### src/rtl/latency_catch_fifo.sv
// rtl/latency_catch_fifo.sv - credit-issuing catch FIFO behind a fixed-latency pipeline
// Optional latency checker enabled by defining LATENCY_CHECK_EN (adds err_latency output).
module latency_catch_fifo #(
    parameter int DW    = 16,
    parameter int LAT   = 2,
    parameter int DEPTH = 8,
    localparam int CW   = $clog2(DEPTH + 1)
) (
    input  logic          clk,
    input  logic          rst,
    input  logic          issue_valid,
    output logic          issue_ready,
    input  logic          pipe_valid,
    input  logic [DW-1:0] pipe_data,
    output logic          out_valid,
    input  logic          out_ready,
    output logic [DW-1:0] out_data,
    output logic [CW-1:0] level
`ifdef LATENCY_CHECK_EN
    ,
    output logic          err_latency
`endif
);

    localparam int PW  = $clog2(DEPTH);
    localparam int DCW = $clog2(LAT + 1);

    typedef enum logic [1:0] {S_RESET, S_DRAIN, S_RUN} state_t;

    state_t           state, state_next;
    logic [DCW-1:0]   drain_cnt;
    logic             drain;
    logic [CW-1:0]    count, inflight;
    logic [PW-1:0]    wr_ptr, rd_ptr;
    logic [DW-1:0]    mem [DEPTH];
    logic [CW:0]      committed;
    logic             launch, arrive, pop;

    always_ff @(posedge clk) begin
        if (rst) begin
            state     <= S_RESET;
            drain_cnt <= DCW'(LAT);
        end else begin
            state <= state_next;
            if (drain_cnt != '0)
                drain_cnt <= drain_cnt - 1'b1;
        end
    end

    // State leaves DRAIN on the same edge drain_cnt reaches zero.
    always_comb begin
        state_next = state;
        drain      = 1'b1;
        case (state)
            S_RESET: state_next = (drain_cnt <= DCW'(1)) ? S_RUN : S_DRAIN;
            S_DRAIN: if (drain_cnt == DCW'(1)) state_next = S_RUN;
            S_RUN:   drain = 1'b0;
            default: state_next = S_RESET;
        endcase
    end

    assign committed   = {1'b0, count} + {1'b0, inflight};
    assign issue_ready = !rst && !drain && (committed < (CW+1)'(DEPTH));
    assign launch      = issue_valid && issue_ready;
    // A strobe with nothing in flight cannot be ours; dropping it keeps the credit count honest.
    assign arrive      = pipe_valid && !drain && (inflight != '0);
    assign out_valid   = (count != '0);
    assign pop         = out_valid && out_ready;
    assign out_data    = mem[rd_ptr];
    assign level       = count;

    always_ff @(posedge clk) begin
        if (rst) begin
            count    <= '0;
            inflight <= '0;
            wr_ptr   <= '0;
            rd_ptr   <= '0;
        end else begin
            case ({launch, arrive})
                2'b10:   inflight <= inflight + 1'b1;
                2'b01:   inflight <= inflight - 1'b1;
                default: inflight <= inflight;
            endcase
            case ({arrive, pop})
                2'b10:   count <= count + 1'b1;
                2'b01:   count <= count - 1'b1;
                default: count <= count;
            endcase
            if (arrive) wr_ptr <= wr_ptr + 1'b1;
            if (pop)    rd_ptr <= rd_ptr + 1'b1;
        end
    end

    always_ff @(posedge clk) begin
        if (arrive && !rst)
            mem[wr_ptr] <= pipe_data;
    end

`ifdef LATENCY_CHECK_EN
    logic [LAT-1:0] launch_sr;

    always_ff @(posedge clk) begin
        if (rst) begin
            launch_sr   <= '0;
            err_latency <= 1'b0;
        end else begin
            launch_sr[0] <= launch;
            for (int i = 1; i < LAT; i++)
                launch_sr[i] <= launch_sr[i-1];
            if (state == S_RUN && pipe_valid != launch_sr[LAT-1])
                err_latency <= 1'b1;
        end
    end
`endif

endmodule
### config.mk
export PLATFORM = sky130hd
export DESIGN_NAME = latency_catch_fifo
export DESIGN_NICKNAME = d
export VERILOG_FILES = /design/src/rtl/latency_catch_fifo.sv
export SDC_FILE = /design/constraint.sdc
export NUM_CORES = 1
export LEC_CHECK = 0
export ABC_AREA = 1
export CAP_MARGIN = 0
export CORE_AREA = 2 2 130 132
export CTS_CLUSTER_DIAMETER = 80
export DETAILED_ROUTE_END_ITERATION = 10
export DIE_AREA = 0 0 132 134
export PLACE_DENSITY = 0.61
export SLEW_MARGIN = 25
export SYNTH_ARGS = -nofsm -noshare
export SYNTH_HDL_FRONTEND = slang
export SYNTH_SLANG_ARGS = --single-unit
export TNS_END_PERCENT = 100
### constraint.sdc
create_clock -name clk -period 5.58 [get_ports clk]
set_input_delay 0.558 -clock clk [delete_from_list [all_inputs] [get_ports clk]]
set_output_delay 0.558 -clock clk [all_outputs]
set_load 0.05 [all_outputs]
# After elaboration in Yosys (flattened, before gate mapping)
# Memories as Yosys holds them, arrays and structs flattened. A register that Yosys moved wholly into a read port is not among the register bits.
# Index checks and enable logic that the tools add are counted.
# word_totals
reg_bits,18
ram_bits,128
out_inout_bits,22
word_cells,50
n_memories,1
# mem_list
memory,words,width,read_ports,rd_clocked_by_memory_dff,wr,line,source
mem,8,16,1,1,1,35,logic [DW-1:0] mem [DEPTH];
# op_classes
n_addsub,8
magnitude_cmp,2
n_eq_ne,8
mux,9
bitwise,1
reduce_logical,15
# ops
cell,count
4-bit case mux with 2 select lines,2
4-bit by 1-bit adder with 4-bit output (second input constant),2
2-bit by 1-bit == test with 1-bit output (second input constant),4
4-bit nonzero test,2
4-bit by 1-bit subtractor with 4-bit output (second input constant),2
1-bit logical AND,7
3-bit by 1-bit adder with 3-bit output (second input constant),2
2-bit == test (second input constant),3
3-bit two-way mux,2
2-bit case mux with 3 select lines,1
2-bit nonzero test,3
4-bit by 4-bit adder with 5-bit output,1
5-bit by 4-bit < comparator with 1-bit output (second input constant),1
2-bit two-way mux,2
2-bit by 1-bit less-or-equal comparator with 1-bit output (second input constant),1
2-bit zero test,1
1-bit two-way mux,2
2-bit inequality test (second input constant),1
2-bit AND reduction,1
2-bit by 1-bit subtractor with 2-bit output (second input constant),1
1-bit zero test,1
1-bit inverter,1

# Longest topological paths before layout
# Gate-level depths: netlist of run 1.
# logic_depth
ltp_word,6
depth_mapped,16
depth_no_buf,16

# Worst setup path before layout of run 1
# No wires, ideal clock.
# synth_path
kind,register -> register
start,register count[3] (netlist: level[3])
end,register inflight[3]
setup_ns,0.109
arrival_ns,2.687
path_slack_ns,2.784
path_stages_with_launch,15
path_buffers,0
period_less_slack_ns,2.796
cell_sequence,dfxtp_1 ha_1 nor2_1 nand2_1 nor2_1 nand2_1 inv_1 nand2_1 ha_1 ha_1 or2_2 nand3_1 nand3_1 nand2_1 inv_1
# synth_between
elab_chain_cells,6
# synth_rtl
element,line,source
start: declaration,33,"logic [CW-1:0] count, inflight;"
start signal: assignment,85,2'b10: count <= count + 1'b1;
start signal: assignment,86,2'b01: count <= count - 1'b1;
start signal: assignment,87,default: count <= count;
4-bit by 4-bit adder with 5-bit output (*),62,"assign committed = {1'b0, count} + {1'b0, inflight};"
5-bit by 4-bit < comparator with 1-bit output (*),63,assign issue_ready = !rst && !drain && (committed < (CW+1)'(DEPTH));
1-bit logical AND (*),63,
net issue_ready,12,"output logic issue_ready,"
1-bit logical AND (*),64,assign launch = issue_valid && issue_ready;
2-bit by 1-bit == test with 1-bit output / 2-bit == test (equally long branches),79,"case ({launch, arrive})"
4-bit case mux with 2 select lines / 2-bit nonzero test (equally long branches),n/a,
end signal: assignment,80,2'b10: inflight <= inflight + 1'b1;
end signal: assignment,81,2'b01: inflight <= inflight - 1'b1;
end signal: assignment,82,default: inflight <= inflight;
end: declaration,33,
# Mark *: on every way through the listed nets, which the timed path passes. The rest lies on a longest branch.
# A chain may end at the register's enable or synchronous reset.

==> results of run 1 <==
metrics by stage:
stage,hold slack [ps],utilization [%]
floorplan,446.9,-
global placement,464.1,42.69
detailed placement,480.5,42.69
CTS,488.5,46.12
global route,520.4,46.13
finish,478.5,46.13
final timing paths:
| kind | slack (ps) | endpoint | depth (start not counted) |
|---|---|---|---|
| worst max-delay path | 1440 | out_data[1] | 7 |
| worst min-delay path | 480 | state[0] | 1 |
| worst min register to register | 480 | state[0] | 1 |
| worst max register to register | 3260 | mem[5][5] | 7 |
placed cells by master (no fill, tap or decap), types with 2 or more instances in the layout:
cell type | Yosys | routed
a21oi_1 | 13 | 13
ha_1 | 13 | 13
edfxtp_1 | 128 | 128
inv_6 | 0 | 2
xnor2_1 | 2 | 2
clkinv_4 | 0 | 6
nand2_1 | 112 | 112
clkbuf_16 | 0 | 17
clkdlybuf4s50_1 | 0 | 42
nand3_1 | 13 | 13
nor2_1 | 152 | 152
dfxtp_1 | 21 | 20
clkinv_2 | 0 | 4
or2_2 | 2 | 2
o21ai_0 | 34 | 34
inv_1 | 33 | 32
o21ai_1 | 41 | 41
clkinvlp_4 | 0 | 2
buf_4 | 1 | 10
nor3_2 | 0 | 2
fa_1 | 2 | 2
inv_2 | 2 | 2
worst max-delay path: stages, from the launching register on:
cell and delay (ps):
dfxtp_2 310, buf_4 530, clkinv_2 870, o21ai_0 460
nand2_1 80, nand2_1 70, nand2_1 100, clkdlybuf4s50_1 710
power by group through the flow:
stage	Sequential (uW)	Clock [uW]	Combinational [uW]
6_report	1300	1060	1330
5_1_grt	1310	1130	1470
4_1_cts	1300	1080	1340
3_5_place_dp	1330	0	1340
3_3_place_gp	1320	0	1310
2_1_floorplan	1360	0	976
cell usage after synthesis, drive strengths merged:
master / count
xnor2: 2
ha: 13
edfxtp: 128
or2: 2
a21oi: 13
fa: 2
clkbuf: 4
nor2: 153
nand3: 14
nand2: 113
buf: 21
nor3: 2
o21ai: 75
nor4: 1
inv: 35
dfxtp: 21
xor2: 1
metal layers:
metal  wire [um]  global-route usage (%)  part of all wire [%]
met2        6687                   26.94                    50
met3         508                   3.401                   3.8
met1        5928                   19.95                    44
met4         245                   7.065                   1.8
met5           0                       0                     0
flip-flops by register name, indices dropped and copies added, names as in the netlist, named ones only:
signal / cells
drain_cnt: 2
inflight: 4
level: 4
mem: 128
rd_ptr: 3
state: 2
wr_ptr: 3
kinds of logic after synthesis:
group                      Yosys count  share of synthesized area (%)
and+or+nand+nor                    285                          17.42
DFF                                149                          67.10
buffers and inverters               60                          4.942
xor gates and xnor gates             3                         0.4135
AOI/OAI and AO/OA                   88                          6.930
adders and majority gates           15                          3.190
cell type report:
type                            instances  area share, %
Sequential cell                       149          56.76
Clock inverter                         15          1.782
Clock buffer                           17          5.661
Multi-Input combinational cell        391          23.78
Inverter                               35          1.765
Timing Repair Buffer                   52          6.593
Tap cell                              220          3.663
==> flow_metrics.tcl, run 1 <==
set metrics [dict create \
    totalNegativeSetupSlack_ps 0 \
    pwr-share-seq_pct 35.3 \
    fin_cells 879 \
    core_area_um2 16290 \
    die_x_um 132 \
    cts_max_level 4 \
    drive_gt1_share_pct 7.891 \
    grt_usage_pct 15.98 \
    leakage_uw 0.002845 \
    dieArea_um2 17690 \
    worstSetupStartpointType "register" \
    total_power_uw 3690 \
    wl_per_cell_um 15.21 \
    pwr-share-clk_pct 28.6 \
    ys_seq_elements 149 \
    hold_buffers 0 \
    fillCellCount 1495 \
    dp_cells 847 \
    r2r-start "state[1]" \
    postRouteAntennaNets 0 \
    io_pins 43 \
    cts_sinks 149 \
    powerDensity_nw_per_um2 491.1 \
    syn_nets 636 \
    fin_ws_ps 1445 \
    p_int_uw 2292 \
    hold_path_class "register to register" \
    cts.root.buffer_cell "clkbuf_16" \
    period_share_pct 74.11 \
    drc 0 \
    cp_max_fo 65 \
    ys_types 25 \
    numCtsBuffers 17 \
    synth_top_cell_by_area "edfxtp_1" \
    antenna_found_initial 0 \
    syn_to_final_growth_pct 18.25 \
    seq_area_um2 4265 \
    worstMarginPinSlew_ps 919.4 \
    synth.area.top_cells "edfxtp_1 (60%), nor2_1 (9.0%), dfxtp_1 (6.6%), nand2_1 (6.6%), o21ai_1 (3.2%)" \
    fin_crit_ps 4135 \
    wl_mm 13.37 \
    insertion_delay_ps 410 \
    cts_buffer_depth 2 \
    post_cts_resize_count 0 \
    finalHoldViolations 0 \
    port_buffers 42 \
    netlist_instances 600 \
    yosysTopAreaCellShare_pct 60.48 \
    p_sw_share_pct 37.88 \
    max_freq_mhz 241.8 \
    pre_cts_slack_ps 2163 \
    grt_max_degree 66 \
    crit_path_end_kind "output pin" \
    vias 4266 \
    place_hpwl_mm 7.976 \
    cts_tree "done" \
    clkSlewWorstSetupHoldPaths_ps 60 \
    fin_area_um2 7515 \
    yosys_warnings 0 \
    grt-ovfl-total 0 \
    grt_pass1_vias 4109 \
    crit_arrival_ps 3580 \
    relSlewSlack_pct 38.37 \
    p_switching_uw 1398 \
    pwr-share-comb_pct 36.0 \
    first_pass_iters 5 \
    fin_skew_ps 6.213 \
    synth_area_per_cell_um2 10.59 \
    initial_core_util_pct 39.01 \
    nNetsFinal 682 \
    holdCritStartpoint "state[1]" \
    first_iter_violations 328 \
    grt_pass1_wl_mm 21.49 \
    multiInputGateArea_um2 1787 \
    num_rows 47 \
    syn_area_um2 6355 \
    diodes 0 \
    crit_required_ps 5020 \
    viasPerCell 4.853 \
    placed_area_um2 6954 \
    slew_viol_final 0 \
    outcome "finished clean" \
    die_height_um 134 \
    setup_viol 0 \
    cts_setup_buffers 0 \
    critPathKind "register to output pin" \
    gp_congestion 0.8148 \
    drv_cap 0 \
    rsz0062_at_grt "false" \
    ir_drop_mv 0.3582 \
    ys_seq_area_share_pct 67.10 \
]
(Power assumes the default switching activity.)
==> run 2: changes to the inputs <==
--- a/config.mk
+++ b/config.mk
@@ -11,7 +11,7 @@
 export CTS_CLUSTER_DIAMETER = 80
 export DETAILED_ROUTE_END_ITERATION = 10
 export DIE_AREA = 0 0 132 134
-export PLACE_DENSITY = 0.61
+export PLACE_DENSITY = 0.63
 export SLEW_MARGIN = 25
 export SYNTH_ARGS = -nofsm -noshare
 export SYNTH_HDL_FRONTEND = slang
==> constraint.sdc (replaced) <==
create_clock -name clk -period 3.65 [get_ports clk]
set_input_delay 0.365 -clock clk [delete_from_list [all_inputs] [get_ports clk]]
set_output_delay 0.365 -clock clk [all_outputs]
set_load 0.05 [all_outputs]
==> flow_metrics.tcl, run 2 (synthesis gave the netlist of run 1 again) <==
set metrics [dict create \
    numCtsBuffers 17 \
    port_buffers 42 \
    gp_congestion 0.7924 \
    period_share_pct 72.53 \
    highest_layer "met4" \
    place_hpwl_mm 7.697 \
    dieArea_um2 17690 \
    drc 0 \
    drv_cap 0 \
    post_cts_resize_count 0 \
    cp_max_fo 64 \
    rsz0062_at_grt "false" \
    grt_pass1_vias 4440 \
    clkSlewWorstSetupHoldPaths_ps 60 \
    ir_drop_mv 0.5616 \
    outcome "finished clean" \
    route.met2.wl_mm 6.672 \
    fin_skew_ps 5.837 \
    diodes 0 \
    critPathKind "register to output pin" \
    viasPerCell 4.894 \
    syn_to_final_growth_pct 18.61 \
    num_rows 47 \
    vias 4307 \
    fin_cells 880 \
    insertion_delay_ps 420 \
    hold_buffers 0 \
    wl_met1_mm 6.055 \
    total_power_uw 5830 \
    fillCellCount 1502 \
    grt-ovfl-total 0 \
    wl_met3_um 753 \
    fin_crit_ps 2647 \
    grt_usage_pct 16.41 \
    cts_buffer_depth 2 \
    largest_register "mem" \
    crit_required_ps 3280 \
    antenna_found_initial 0 \
    grt_max_degree 65 \
    final_common_cell "nor2_1" \
    initial_core_util_pct 39.01 \
    cts_max_level 4 \
    relSlewSlack_pct 42.71 \
    first_pass_iters 4 \
    setup_viol 0 \
    totalNegativeSetupSlack_ps 0 \
    nNetsFinal 683 \
    max_freq_mhz 377.7 \
    powerDensity_nw_per_um2 773.4 \
    slew_viol_final 0 \
    cts_setup_buffers 0 \
    cts_sinks 149 \
    wl_mm 13.70 \
    finalHoldViolations 0 \
    wl_per_cell_um 15.57 \
    largest_reg_flops 128 \
    worstMarginPinSlew_ps 858.4 \
    die_height_um 134 \
    first_iter_violations 342 \
    cts.root.buffer_cell "clkbuf_16" \
    core_area_um2 16290 \
    cts_tree "done" \
    hold_path_class "register to register" \
    die_x_um 132 \
    crit_path_end_kind "output pin" \
    multiInputGateArea_um2 1787 \
    postRouteAntennaNets 0 \
    leakage_uw 0.002894 \
    dp_cells 848 \
    worstSetupStartpointType "register" \
    crit_arrival_ps 2280 \
    io_pins 43 \
    most-common-layout-cells "nor2_1 (152), edfxtp_1 (128), nand2_1 (112)" \
    grt_pass1_wl_mm 22.31 \
    seq_area_um2 4265 \
    drive_gt1_share_pct 10.00 \
]
run 2: changes by cell type in the layout (fill, tap and decap cells not counted), sizes merged:
cell and delta:
buf +17, bufinv +3, clkbuf +3, clkdlybuf4s50 -16, clkinv -4, clkinvlp -2
run 2: where the power goes:
group	internal, uW	leakage, uW	total [uW]	switching [uW]
combinational	601	0.00127	2020	1420
clock	1150	0.000300	1820	670
sequential	1920	0.00132	1990	70.9
run 2: stage by stage:
stage	setup WS, ps	util [%]	cell area (um2)	hold slack (ps)
3_5_place_dp	970.7	42.49	6922	469.2
3_3_place_gp	1019	42.49	6922	462.3
6_report	1003	46.27	7537	491.0
2_1_floorplan	854.3	-	6355	446.9
5_1_grt	696.8	46.27	7537	524.5
4_1_cts	989.3	46.26	7536	478.5
run 2: layer usage:
metal  track usage (%)  vias to the layer above
met5                 0                        -
met4             6.461                        0
met1             20.03                     2079
met2             27.03                      108
li1                  -                     2100
met3             5.480                       20
run 2: layout make-up:
class,instances,share of cell area [%]
clock inverters,12,2.357
repair buffers,53,6.142
flip-flops and latches,149,56.59
clock buffers,20,5.793
inverters,35,1.760
well taps,220,3.652
multi-input cells,391,23.71
run 2: worst paths after layout:
check	start	endpoint	slack, ps	cells after the start
min	state[1]	state[0]	490	1
max reg2reg	level[3]	inflight[3]	1390	14
min reg2reg	state[1]	state[0]	490	1
max	register	out_data[3]	1000	6
run 2: critical path, cell delays in order, from the launching register on:
cell	delay (ps)
dfxtp_2	330
clkinv_2	650
o21ai_0	430
nand2_1	80
nand2_1	60
nand2_1	90
buf_4	200
==> run 3: changes to the inputs <==
==> constraint.sdc (replaced) <==
create_clock -name clk -period 2.2 [get_ports clk]
set_input_delay 0.22 -clock clk [delete_from_list [all_inputs] [get_ports clk]]
set_output_delay 0.22 -clock clk [all_outputs]
set_load 0.05 [all_outputs]
==> flow_metrics.tcl, run 3 (synthesis gave the netlist of run 1 again) <==
set metrics [dict create \
    period_share_pct 94.03 \
    cp_max_fo 5 \
    outcome "finished clean" \
    hold_depth 3 \
    viasPerCell 4.869 \
    grt_max_degree 46 \
    die_x_um 132 \
    antenna_found_initial 0 \
    numCtsBuffers 17 \
    relSlewSlack_pct 66.75 \
    io_pins 43 \
    holdCritStartpoint "out_ready" \
    port_buffers 42 \
    total_power_uw 10350 \
    crit_required_ps 2520 \
    diodes 0 \
    slew_viol_final 0 \
    cts_buffer_depth 2 \
    totalNegativeSetupSlack_ps 0 \
    syn_to_final_growth_pct 25.97 \
    r2r-end "level[3]" \
    r2r-start "level[3]" \
    setup_viol 0 \
    wl_mm 14.13 \
    worstMarginPinSlew_ps 497.3 \
    grt_pass1_vias 4339 \
    fin_crit_ps 2069 \
    rsz0062_at_grt "true" \
    grt_usage_pct 16.71 \
    wl_per_cell_um 15.83 \
    seq_area_um2 4278 \
    cts_sinks 149 \
    core_area_um2 16290 \
    first_iter_violations 447 \
    fillCellCount 1459 \
    critPathKind "register to register" \
    utilization_pct 49.14 \
    postRouteAntennaNets 0 \
    initial_core_util_pct 39.01 \
    multiInputGateArea_um2 1882 \
    grt_pass1_wl_mm 22.48 \
    grt-ovfl-total 0 \
    dieArea_um2 17690 \
    finalHoldViolations 0 \
    fin_cells 893 \
    dp_cells 860 \
    cts_tree "done" \
    fin_skew_ps 6.978 \
    clkSlewWorstSetupHoldPaths_ps 60 \
    die_height_um 134 \
    worstSetupStartpointType "register" \
    drc 0 \
    r2r_cells 11 \
    largest_register "mem" \
    insertion_delay_ps 420 \
    gp_congestion 0.7993 \
    largest_reg_flops 128 \
    vias 4348 \
    final_common_cell "nor2_1" \
    drive_gt1_share_pct 15.30 \
    first_pass_iters 6 \
    ff2ff_setup_slack_ps 130 \
    powerDensity_nw_per_um2 1293 \
    crit_arrival_ps 2390 \
    ir_drop_mv 1.144 \
    hold_path_class "primary input to register" \
    drv_cap 0 \
    cts.root.buffer_cell "clkbuf_16" \
    place_hpwl_mm 8.436 \
    nNetsFinal 696 \
    most-common-layout-cells "nor2_1 (149), edfxtp_1 (128), nand2_1 (108)" \
    cts_max_level 4 \
    num_rows 47 \
    leakage_uw 0.003034 \
    crit_path_end_kind "register" \
    max_freq_mhz 483.4 \
]
## run 3: through the flow
| stage | area (um2) | worst slack, ps | hold slack (ps) |
|---|---|---|---|
| after floorplan | 6451 | -55.71 | 318.9 |
| after global placement | 7393 | 68.67 | 455.5 |
| after detailed placement | 7393 | -13.12 | 476.2 |
| after CTS | 7983 | 14.74 | 434.8 |
| after global routing | 8005 | -21.13 | 472.1 |
| final | 8005 | 131.4 | 465.3 |
## run 3: timing repair
action,4_1_cts,5_1_grt
setup buffers,0,1
setup endpoints to repair,0,4
hold buffers,0,0
resized for setup,0,7
## run 3: layout make-up
| class | instances | share of cell area (%) |
|---|---|---|
| inverters | 35 | 1.688 |
| clock inverters | 13 | 1.954 |
| well taps | 220 | 3.439 |
| multi-input cells | 391 | 23.51 |
| clock buffers | 19 | 5.408 |
| flip-flops and latches | 149 | 53.44 |
| repair buffers | 66 | 10.57 |
## run 3: worst max path at each step
stage | endpoint | start | slack, ps
after floorplan | inflight[2] | level[1] | -60
after detailed placement | inflight[3] | rst | -10
after global routing | inflight[2] | level[1] | -20
after global placement | level[3] | pipe_valid | 70
after CTS | inflight[3] | inflight[3] | 10
final | level[3] | level[3] | 130
## run 3: per-layer routing
layer	wire (um)	up-vias	share of wire, %	track usage (%)
met1	6030	2085	43	20.45
met4	130	0	0.92	6.461
li1	-	2129	-	-
met5	0	-	0	0
met2	6966	124	49	27.69
met3	1005	10	7.1	5.329
## run 3: power breakdown
part           leakage, uW  switching [uW]  internal [uW]
combinational      0.00142            2500           1600
clock             0.000289            1110           1780
sequential         0.00133             151           3210
total              0.00303            3760           6590
## run 3: critical path, stage by stage (launching register included)
cell,delay (ps)
dfxtp_4,370
nor2_2,190
nand3_4,110
nand2_2,100
inv_1,70
ha_1,240
ha_1,310
or2_2,310
nand3_1,90
nand3_1,70
nand2_1,60
inv_1,30
==> RTL change 1 (settings of run 2) <==
Re-encode `state_t` (3 states) as one-hot, 3 bits wide.
--- a/src/rtl/latency_catch_fifo.sv
+++ b/src/rtl/latency_catch_fifo.sv
@@ -25,7 +25,7 @@
     localparam int PW  = $clog2(DEPTH);
     localparam int DCW = $clog2(LAT + 1);
 
-    typedef enum logic [1:0] {S_RESET, S_DRAIN, S_RUN} state_t;
+    typedef enum logic [2:0] {S_RESET = 3'b001, S_DRAIN = 3'b010, S_RUN = 3'b100} state_t;
 
     state_t           state, state_next;
     logic [DCW-1:0]   drain_cnt;
Function: no difference found for any inputs over 10 cycles, from zero or initial values and one cycle with rst high; not proved beyond that.
==> RTL change 1 against run 2 <==
Count of clock-buffer cells in the layout up 4. Setup slack worse by 370 ps. Fmax down 12%. Utilization up 0.18 points. Register-to-register slack worse by 60 ps. Routed wire length down 5.0%. Synthesized area down 0.61%. Final area up 0.40%. Power down 0.87%. Sequential cell count up 1. Critical endpoint unchanged. Largest cell class unchanged.
==> RTL change 1: results (changes against run 2) <==
r2r setup slk=1330 ps (-60 ps); run status=finished clean; layout cells sized above 1=8.02% (-2.0 points); vias in the first global route=4083 (-8.0%); final WL=13.0 mm (-5.0%); CP max-delay cell=clkdlybuf4s50_1; Routability Congestion=0.769 (-2.9%); Worst path max stage delay=820 ps (+170 ps); drt pass-1 iters=6 (+2); largest cells by area after synthesis=edfxtp_1 (61%), nor2_1 (7.4%), dfxtp_1 (7.0%); hold depth=2 (+1); reg-to-reg startpoint=level[1]; global-route usage over all layers=15.2% (-1.2 points); Worst R2R Path Depth=12 (-2); Distinct cells, synth=24 (-4.0%); Least-Margin Pin Slew=743 ps (-116 ps); Final #Nets=659 (-3.5%); DR vias=4191 (-2.7%); dpl cell area=6990 um^2 (+0.92%); Syn Nets=610 (-4.1%); leakage dissipation=2.76 nW (-4.6%); crit-path max FO=45 (-30%); first-pass GRT wire length=20.6 mm (-7.6%); violation count after the first detailed-route iteration=293 (-14%); sequential area share after synthesis=67.8% (+0.73 points)
[RTL change 1: cell type report]
class                           instances  area [um^2]
Timing Repair Buffer                   55          556
Inverter                               32          120
Sequential cell                       150         4290
Tap cell                              220          275
Clock buffer                           24          482
Fill cell                            1478         8720
Multi-Input combinational cell        367         1750
Clock inverter                          8          100
[RTL change 1: worst min path at each step]
stage	startpoint	to	slack (ps)
after floorplan	drain_cnt[1]	drain_cnt[1]	440
after global placement	drain_cnt[1]	drain_cnt[1]	460
after detailed placement	drain_cnt[1]	drain_cnt[1]	470
after CTS	drain_cnt[1]	drain_cnt[1]	480
after global routing	rd_ptr[1]	flip-flop	530
final	drain_cnt[1]	drain_cnt[1]	480
[RTL change 1: cells by family after synthesis]
logic type | Yosys count | synth area share (%)
AO/OA/AOI/OAI | 120 | 9.55
adder cells (fa/ha/maj) | 15 | 3.21
AND/OR/NAND/NOR | 228 | 14.2
XOR/XNOR | 4 | 0.555
buffers and inverters | 57 | 4.66
flip-flops | 150 | 67.8
[RTL change 1: routing by layer]
layer / GRT usage [%] / share of wire, % / vias up
li1: - / - / 2064
met1: 19.3 / 46 / 2038
met2: 25.3 / 49 / 77
met3: 4.23 / 3.7 / 12
met4: 5.13 / 1.1 / 0
met5: 0 / 0 / -
[RTL change 1: stage by stage]
step	setup slack, ps	total power [mW]	instances
after CTS	643	5.81	856
final	635	5.78	856
after detailed placement	926	4.12	824
after floorplan	83.5	3.56	574
after global placement	979	4.07	824
after global routing	489	6.08	856
[RTL change 1: power breakdown]
group,switching [mW],internal (mW),total [mW]
registers,0.0876,1.93,2.01
logic,1.39,0.681,2.07
clock network,0.634,1.06,1.69
==> RTL change 2 (config.mk and constraints of run 2) <==
Without the edit above. Add a define of `LATENCY_CHECK_EN`.
--- a/src/rtl/latency_catch_fifo.sv
+++ b/src/rtl/latency_catch_fifo.sv
@@ -1,5 +1,7 @@
 // rtl/latency_catch_fifo.sv - credit-issuing catch FIFO behind a fixed-latency pipeline
 // Optional latency checker enabled by defining LATENCY_CHECK_EN (adds err_latency output).
+`define LATENCY_CHECK_EN
+
 module latency_catch_fifo #(
     parameter int DW    = 16,
     parameter int LAT   = 2,
Check against the original RTL (old outputs only; new: err_latency): equivalent (equiv_simple and equiv_induct, registers matched by name and starting in step).
==> RTL change 2 against run 2 <==
Critical endpoint is now out_data[1]. Power decreased by 3.7%. Sequential cell count rose by 3. Final area fell by 1.1%. Clock skew about the same. Highest routed layer unchanged. Routed wire length fell by 5.9%. Utilization is 0.50 points lower. Synthesized area decreased by 0.61%. Setup slack got worse by 430 ps.
==> RTL change 2: results (changes against run 2) <==
run status=finished clean; Routability Congestion=0.811 (+2.3%); H-tree level count=4 (unchanged); Worst Path Arrival=2720 ps (+440 ps); layout cells sized above 1=9.18% (-0.82 points); Clk power=1.52 mW (-16%); DR vias=4046 (-6.1%); met3 usage=4.72% (-0.76 points); Worst path max stage delay=820 ps (+170 ps); Syn Nets=574 (-9.7%); CP max-delay cell=clkdlybuf4s50_1; r2r setup slk=1250 ps (-140 ps); Post-CTS Setup Bufs=0 (unchanged); Final #Nets=624 (-8.6%); I/O Buffers=43 (+2.4%); worst clock skew=5.89 ps (+0.0552 ps); GR Util met1=19.8% (-0.24 points); global-route usage over all layers=15.5% (-0.89 points); ANT cells=0 (unchanged); Reg clk slew, reported paths=about 50 ps; dpl cell area=6950 um^2 (+0.34%); number of synthesized flops with an enable pin=128 (unchanged); Clk Latency, worst-skew pair=420 ps (about the same); leakage dissipation=2.71 nW (-6.5%); VDD IR max=0.000471 V (-16%); initial antenna violation count=0 (unchanged); sw frac=38.1% (+1.0 points); Crit Path Class=flip-flop to output port; Slew HR=51.8% (+9.1 points); clk root buf=clkbuf_16; final WL=12.9 mm (-5.9%); HP Start=launch_sr[0]; violation count after the first detailed-route iteration=285 (-17%); post-DP HPWL=7.39 mm (-4.0%); largest cells by area after synthesis=edfxtp_1 (61%), dfxtp_1 (7.6%), nor2_1 (5.3%); crit-path max FO=32 (-50%); Yosys warnings=0 (unchanged); Biggest register=mem; Async S/R FF share, synth=0% (unchanged); Largest register FFs=128 (unchanged); GR Layer Usage met2=25.5% (-1.5 points); Distinct cells, synth=33 (+32%); Longest Clk Path Bufs=2 (unchanged); Antenna Violating Nets Remaining=0 (unchanged); Hold Crit Class=flip-flop to flip-flop; sequential area share after synthesis=68.5% (+1.4 points); largest net degree at the start of global routing=65 (unchanged); Inserted Clock Buffers=17 (unchanged); drt pass-1 iters=4 (unchanged); first-pass GRT wire length=20.7 mm (-7.0%); Flop pwr share=36.7% (+2.5 points); reg-to-reg startpoint=level[1]; CP delay by family, top=buffers and inverters; post_cts resized=0 (unchanged); # setup viols final=0 (unchanged); Commonest cells post-synth=edfxtp_1 (128), nor2_1 (89), nand2_1 (83); top_reg_cell synth=edfxtp_1
-- RTL change 2: changes by cell type in the layout (fill, tap and decap cells not counted), moves of 2 or more --
cell	run 2	this run
o21ai_0	34	37
clkdlybuf4s50_1	26	43
buf_4	27	11
nor2_1	152	89
clkinvlp_4	0	2
o22ai_1	0	32
nand3_1	13	5
clkbuf_1	3	1
nand2_1	112	83
o21ai_1	41	38
dfxtp_1	20	23
bufinv_16	4	0
inv_1	32	27
-- RTL change 2: cell type report --
cell class,count,area (um^2)
fill,1470,8830
clock inverter,12,81.3
clock buffer,18,429
timing repair buffer,55,533
sequential,152,4330
tap,220,275
inverter,31,126
multi-input combinational,331,1690
-- RTL change 2: per-layer routing --
metal,vias to the layer above,wire (um)
li1,1994,-
met1,1935,5750
met2,106,6200
met3,11,816
met4,0,128
met5,-,0
-- RTL change 2: logic make-up (layout without fill, tap and decap cells) --
family          after synthesis  after routing  synth area share (%)
compound gates              121            121                  10.3
xor+xnor                      5              5                 0.693
fa+ha+maj                    15             15                  3.21
flops                       152            152                  68.5
simple gates                190            190                  12.5
buf+inv                      55            116                  4.85
-- RTL change 2: worst paths after layout --
check,depth (start not counted),to
worst max-delay path,6,out_data[1]
worst min register to register,2,launch_sr[1]
worst max register to register,15,inflight[3]
worst min-delay path,2,launch_sr[1]
-- RTL change 2: stage by stage --
stage	hold WS [ps]	power (mW)	cells	utilization [%]	worst slack (ps)
6_report	408	5.61	819	45.8	569
5_1_grt	433	5.93	819	45.8	387
4_1_cts	411	5.66	819	45.8	545
3_5_place_dp	401	4.14	789	42.6	835
3_3_place_gp	398	4.11	789	42.6	935
2_1_floorplan	388	3.63	538	-	746
